<file path="src/rtl/dmem_arbiter.sv">
// dmem_arbiter: shares the data-memory port between the CPU load/store path
// and two secondary masters (M0 display readback, M1 debug loader).
// The CPU has fixed priority. M0 and M1 share idle cycles round-robin. A
// per-master wait counter forces a starved master through by stalling the
// CPU for one cycle.
module dmem_arbiter #(
    parameter int ADDR_W   = 32,
    parameter int DATA_W   = 32,
    parameter int MAX_WAIT = 15,
    parameter int WAIT_W   = 4
) (
    input  logic              clk3,
    input  logic              rst,

    input  logic              cpu_req,
    input  logic              cpu_we,
    input  logic [ADDR_W-1:0] cpu_addr,
    input  logic [DATA_W-1:0] cpu_wdata,
    output logic [DATA_W-1:0] cpu_rdata,
    output logic              cpu_stall,

    input  logic              m0_req,
    input  logic              m0_we,
    input  logic [ADDR_W-1:0] m0_addr,
    input  logic [DATA_W-1:0] m0_wdata,
    output logic              m0_ack,
    output logic [DATA_W-1:0] m0_rdata,

    input  logic              m1_req,
    input  logic              m1_we,
    input  logic [ADDR_W-1:0] m1_addr,
    input  logic [DATA_W-1:0] m1_wdata,
    output logic              m1_ack,
    output logic [DATA_W-1:0] m1_rdata,

    output logic [ADDR_W-1:0] mem_addr,
    output logic [DATA_W-1:0] mem_wdata,
    output logic              mem_we,
    input  logic [DATA_W-1:0] mem_rdata
);

    typedef enum logic [1:0] {
        NORMAL = 2'd0,
        FORCE0 = 2'd1,
        FORCE1 = 2'd2
    } fsm_t;

    typedef enum logic [1:0] {
        OWN_NONE = 2'd0,
        OWN_CPU  = 2'd1,
        OWN_M0   = 2'd2,
        OWN_M1   = 2'd3
    } owner_t;

    localparam logic [WAIT_W-1:0] WAIT_MAX = WAIT_W'(MAX_WAIT);

    fsm_t              fsm;
    fsm_t              fsm_next;
    owner_t            owner;
    logic              rr;
    logic              rr_next;
    logic [WAIT_W-1:0] wait0;
    logic [WAIT_W-1:0] wait1;
    logic [WAIT_W-1:0] wait0_next;
    logic [WAIT_W-1:0] wait1_next;
    logic              grant0;
    logic              grant1;
    logic              sat0;
    logic              sat1;
    logic [ADDR_W-1:0] sel_addr;
    logic [DATA_W-1:0] sel_wdata;
    logic              sel_we;

    // Pick who owns the RAM port this cycle: a forced master, else CPU, else the secondaries.
    always_comb begin
        owner = OWN_NONE;
        case (fsm)
            FORCE0: begin
                if (m0_req) owner = OWN_M0;
            end
            FORCE1: begin
                if (m1_req) owner = OWN_M1;
            end
            default: begin
                if (cpu_req)                owner = OWN_CPU;
                else if (m0_req && m1_req)  owner = rr ? OWN_M1 : OWN_M0;
                else if (m0_req)            owner = OWN_M0;
                else if (m1_req)            owner = OWN_M1;
            end
        endcase
    end

    // Steer the owner's address, data and write enable onto the RAM port; an idle port shows cpu_addr.
    always_comb begin
        sel_addr  = cpu_addr;
        sel_wdata = cpu_wdata;
        sel_we    = 1'b0;
        case (owner)
            OWN_CPU: begin
                sel_we = cpu_we;
            end
            OWN_M0: begin
                sel_addr  = m0_addr;
                sel_wdata = m0_wdata;
                sel_we    = m0_we;
            end
            OWN_M1: begin
                sel_addr  = m1_addr;
                sel_wdata = m1_wdata;
                sel_we    = m1_we;
            end
            default: begin
                sel_we = 1'b0;
            end
        endcase
    end

    // Drive outputs, holding every one of them at zero while reset is asserted.
    always_comb begin
        mem_addr  = rst ? '0 : sel_addr;
        mem_wdata = rst ? '0 : sel_wdata;
        mem_we    = rst ? 1'b0 : sel_we;
        cpu_stall = !rst && (fsm != NORMAL);
        m0_ack    = !rst && (owner == OWN_M0);
        m1_ack    = !rst && (owner == OWN_M1);
        cpu_rdata = (!rst && owner == OWN_CPU) ? mem_rdata : '0;
        m0_rdata  = (!rst && owner == OWN_M0)  ? mem_rdata : '0;
        m1_rdata  = (!rst && owner == OWN_M1)  ? mem_rdata : '0;
    end

    // Compute the round-robin pointer, starvation counters and next FSM state.
    always_comb begin
        grant0 = (owner == OWN_M0);
        grant1 = (owner == OWN_M1);

        rr_next = rr;
        if (grant0)      rr_next = 1'b1;
        else if (grant1) rr_next = 1'b0;

        if (grant0 || !m0_req)     wait0_next = '0;
        else if (wait0 == WAIT_MAX) wait0_next = wait0;
        else                        wait0_next = wait0 + WAIT_W'(1);

        if (grant1 || !m1_req)     wait1_next = '0;
        else if (wait1 == WAIT_MAX) wait1_next = wait1;
        else                        wait1_next = wait1 + WAIT_W'(1);

        sat0 = (wait0_next == WAIT_MAX);
        sat1 = (wait1_next == WAIT_MAX);

        fsm_next = NORMAL;
        case (fsm)
            NORMAL: begin
                if (sat0 && sat1) fsm_next = rr ? FORCE1 : FORCE0;
                else if (sat0)    fsm_next = FORCE0;
                else if (sat1)    fsm_next = FORCE1;
            end
            FORCE0: begin
                if (sat1) fsm_next = FORCE1;
            end
            FORCE1: begin
                if (sat0) fsm_next = FORCE0;
            end
            default: begin
                fsm_next = NORMAL;
            end
        endcase
    end

    // Register arbitration state; reset drops any in-flight access and clears the counters.
    always_ff @(posedge clk3 or posedge rst) begin
        if (rst) begin
            fsm   <= NORMAL;
            rr    <= 1'b0;
            wait0 <= '0;
            wait1 <= '0;
        end else begin
            fsm   <= fsm_next;
            rr    <= rr_next;
            wait0 <= wait0_next;
            wait1 <= wait1_next;
        end
    end

endmodule

</file>
<file path="config.mk">
export PLATFORM = sky130hd
export DESIGN_NAME = dmem_arbiter
export DESIGN_NICKNAME = d
export VERILOG_FILES = /design/src/rtl/dmem_arbiter.sv
export SDC_FILE = /design/constraint.sdc
export NUM_CORES = 1
export LEC_CHECK = 0
export ABC_AREA = 0
export CORE_AREA = 2 2 155 157
export CTS_CLUSTER_SIZE = 14
export DETAILED_ROUTE_END_ITERATION = 10
export DIE_AREA = 0 0 157 159
export PLACE_DENSITY = 0.59
export SLEW_MARGIN = 5
export SYNTH_ARGS = -nofsm -noshare
export SYNTH_HDL_FRONTEND = slang
export SYNTH_SLANG_ARGS = --single-unit
</file>
<file path="constraint.sdc">
create_clock -name clk3 -period 6.31 [get_ports clk3]
set_input_delay 1.262 -clock clk3 [delete_from_list [all_inputs] [get_ports clk3]]
set_output_delay 1.262 -clock clk3 [all_outputs]
set_load 0.005 [all_outputs]
</file>
==> run metrics <==
WHS Path Cells 1; share of the yosys chip area belonging to registers 0.0922; type of the most critical hold path reg2reg; top-area cell type share of the netlist area 0.221; Cell Area, Synth 2980 um^2; WP buf/inv 3; depth of the worst register-to-register path 8; post-route ant nets 0; CP max-delay cell clkdlybuf4s50_1; maximum vdd drop 53.3 uV; 1st-pass router iterations 7; total negative slack 0 ps; Max-slew headroom 0.398; FP Rows 56; synth cell count leaders and2_1 (99), nor2_1 (76), a211oi_1 (67), mux2i_1 (66), clkbuf_1 (17); Final Non-Filler Cells 1104; via count 4482; CTS root buffer clkbuf_16; total gr overflow 0; CTS H-tree depth 1; synthesized netlist cell count 415; vias in the first global route 4626; Tmin final 5310 ps; Post-Syn Nets 653; Final Wtd Congestion 0.824; CP arrival 4050 ps; post-synthesis register bit count 11; GR Layer Usage met3 0.0327; RSZ-0062 raised after global routing false; global-route wire length before repair 26800 um; global route hottest layer met2; DR DRC count 0; stages on the worst setup path 7; Worst-path clk slew 40 ps; CTS resizes 0; Die Span Y 159 um; Avg Inst Size Synth 7.19 um^2; Starting Density 0.129; Die X-Extent 157 um; Yosys top cell by area mux2i_1; gr usage total 0.137; Setup Skew 3.55 ps; Final Max Tran Viols 0; Post-CTS Setup Bufs 0; Ys Warns 0; Final Setup Violations 0; Crit path max-delay family buffers and inverters; CP Cell Sequence clkdlybuf4s50_1, nor3b_2, o21a_4, buf_4, mux2i_1, a211oi_1, clkdlybuf4s50_1; initial antenna violation count 2; synth unique cells 34; met1 usage 0.168; clk sink count 11; die area 25000 um^2; Pwr per Cell Area 89.6 nW/um^2; critical-path maximum fanout 29; NumNets Final 1023; most frequent cell after synthesis and2_1; status finished clean; crit path capture type primary output; final hold violations 0; I/O pin total 396; final worst-path cycle share 0.841; DR WL/cell 17.0 um; Synth Flop Type dfrtp_1; largest cells by area after synthesis mux2i_1 (22%), and2_1 (21%), a211oi_1 (17%); Placed Cells 1099; CTS buffer count 3; Leak Pwr 2.70 nW; Skew-Pair Late Insertion Delay 240 ps; max_cap viols 0; Worst Tran Pin Value 904 ps; ys async rst share 1.00; core area 23200 um^2; hold_buf cts 0; cell mode on critical path clkdlybuf4s50_1; drt via density 4.06; largest net degree at the start of global routing 55; Post-synth EDFFs 0; CP peak stage delay 600 ps; DP HPWL 15300 um; CTS tree done; critical path type in2out; highest clock rate 188 MHz; final wirelength 18800 um; worst path required time 5050 ps; layout cells sized above 1 0.0293; area delta synth->final 144%; crit start category primary input; drt initial violations 244; global-route met2 utilization 0.247; Longest Clk Path Bufs 2; PortBufs 395
flip-flops by register name, indices dropped and copies added (netlist names):
signal,count
wait0,4
wait1,4
fsm,2
rr,1
cells by family after synthesis:
group                      after synthesis  synth area share
AOI/OAI and AO/OA                       85             0.211
and+or+nand+nor                        197             0.348
buffers and inverters                   46            0.0901
adders and majority gates                6            0.0252
DFF                                     11            0.0922
muxes                                   66             0.221
xor gates and xnor gates                 4            0.0117
placed cells by master, fill, tap and decap left out, types with 2 or more instances in the layout:
| cell | Yosys | layout |
|---|---|---|
| and2_1 | 99 | 99 |
| nor3_1 | 3 | 3 |
| buf_4 | 4 | 8 |
| buf_12 | 4 | 2 |
| nor2_1 | 76 | 75 |
| dfrtp_1 | 11 | 11 |
| inv_1 | 5 | 5 |
| a211oi_1 | 67 | 67 |
| o32ai_1 | 2 | 2 |
| clkbuf_16 | 0 | 3 |
| mux2i_1 | 66 | 66 |
| nor3b_1 | 2 | 2 |
| o21ai_0 | 5 | 5 |
| clkdlybuf4s50_1 | 0 | 394 |
| nor3_4 | 2 | 2 |
| xnor2_1 | 4 | 4 |
| nand3_1 | 4 | 4 |
| nand2_1 | 9 | 8 |
| ha_1 | 6 | 6 |
| a31oi_1 | 2 | 2 |
worst paths after layout:
path,startpoint,to,slack (ps)
worst min register to register,wait0[3]$_DFF_PP0_,wait0[3]$_DFF_PP0_,540
worst max-delay path,m0_req,mem_wdata[12],1000
min in group asynchronous,rst,wait1[0]$_DFF_PP0_,1490
worst min-delay path,wait0[3]$_DFF_PP0_,wait0[3]$_DFF_PP0_,540
max in group asynchronous,rst,wait1[2]$_DFF_PP0_,4510
worst max register to register,fsm[0]$_DFF_PP0_,fsm[1]$_DFF_PP0_,3610
per-layer routing:
layer | part of all wire | up-vias
met5 | 0 | -
met2 | 0.47 | 271
met3 | 0.098 | 11
met4 | 0.0081 | 0
li1 | - | 2203
met1 | 0.42 | 1997
power breakdown:
| part | internal [mW] | leakage, nW | total, mW | switching (mW) |
|---|---|---|---|---|
| Sequential | 0.0746 | 0.149 | 0.0796 | 0.00502 |
| Clock | 0.0849 | 0.0382 | 0.117 | 0.0322 |
| Combinational | 0.286 | 2.51 | 0.456 | 0.170 |
cell type report:
type                            instances  area (um^2)
Inverter                                6         22.5
Fill cell                            2443        15900
Clock buffer                            4         78.8
Tap cell                              319          399
Multi-Input combinational cell        358         2460
Antenna cell                            1         2.50
Timing Repair Buffer                  405         4050
Sequential cell                        11          275
through the flow:
step | utilization | setup WS (ps) | cell area, um^2 | hold slack, ps | power, mW
final | 0.314 | 1000 | 7280 | 542 | 0.653
after global routing | 0.314 | 828 | 7280 | 576 | 0.696
after CTS | 0.314 | 959 | 7280 | 541 | 0.662
after detailed placement | 0.311 | 983 | 7200 | 536 | 0.539
after global placement | 0.311 | 949 | 7200 | 522 | 0.540
after floorplan | - | 2660 | 2980 | 493 | 0.242
worst register-to-register path, stage by stage, from the launching register on:
cell       delay (ps)
dfrtp_1           360
inv_1              70
ha_1              360
and2_1            170
o21ai_0           320
nand2_4           410
buf_12            360
a2111oi_0         420
nor3_1            110
No activity file was read; power rests on OpenSTA's default activity.
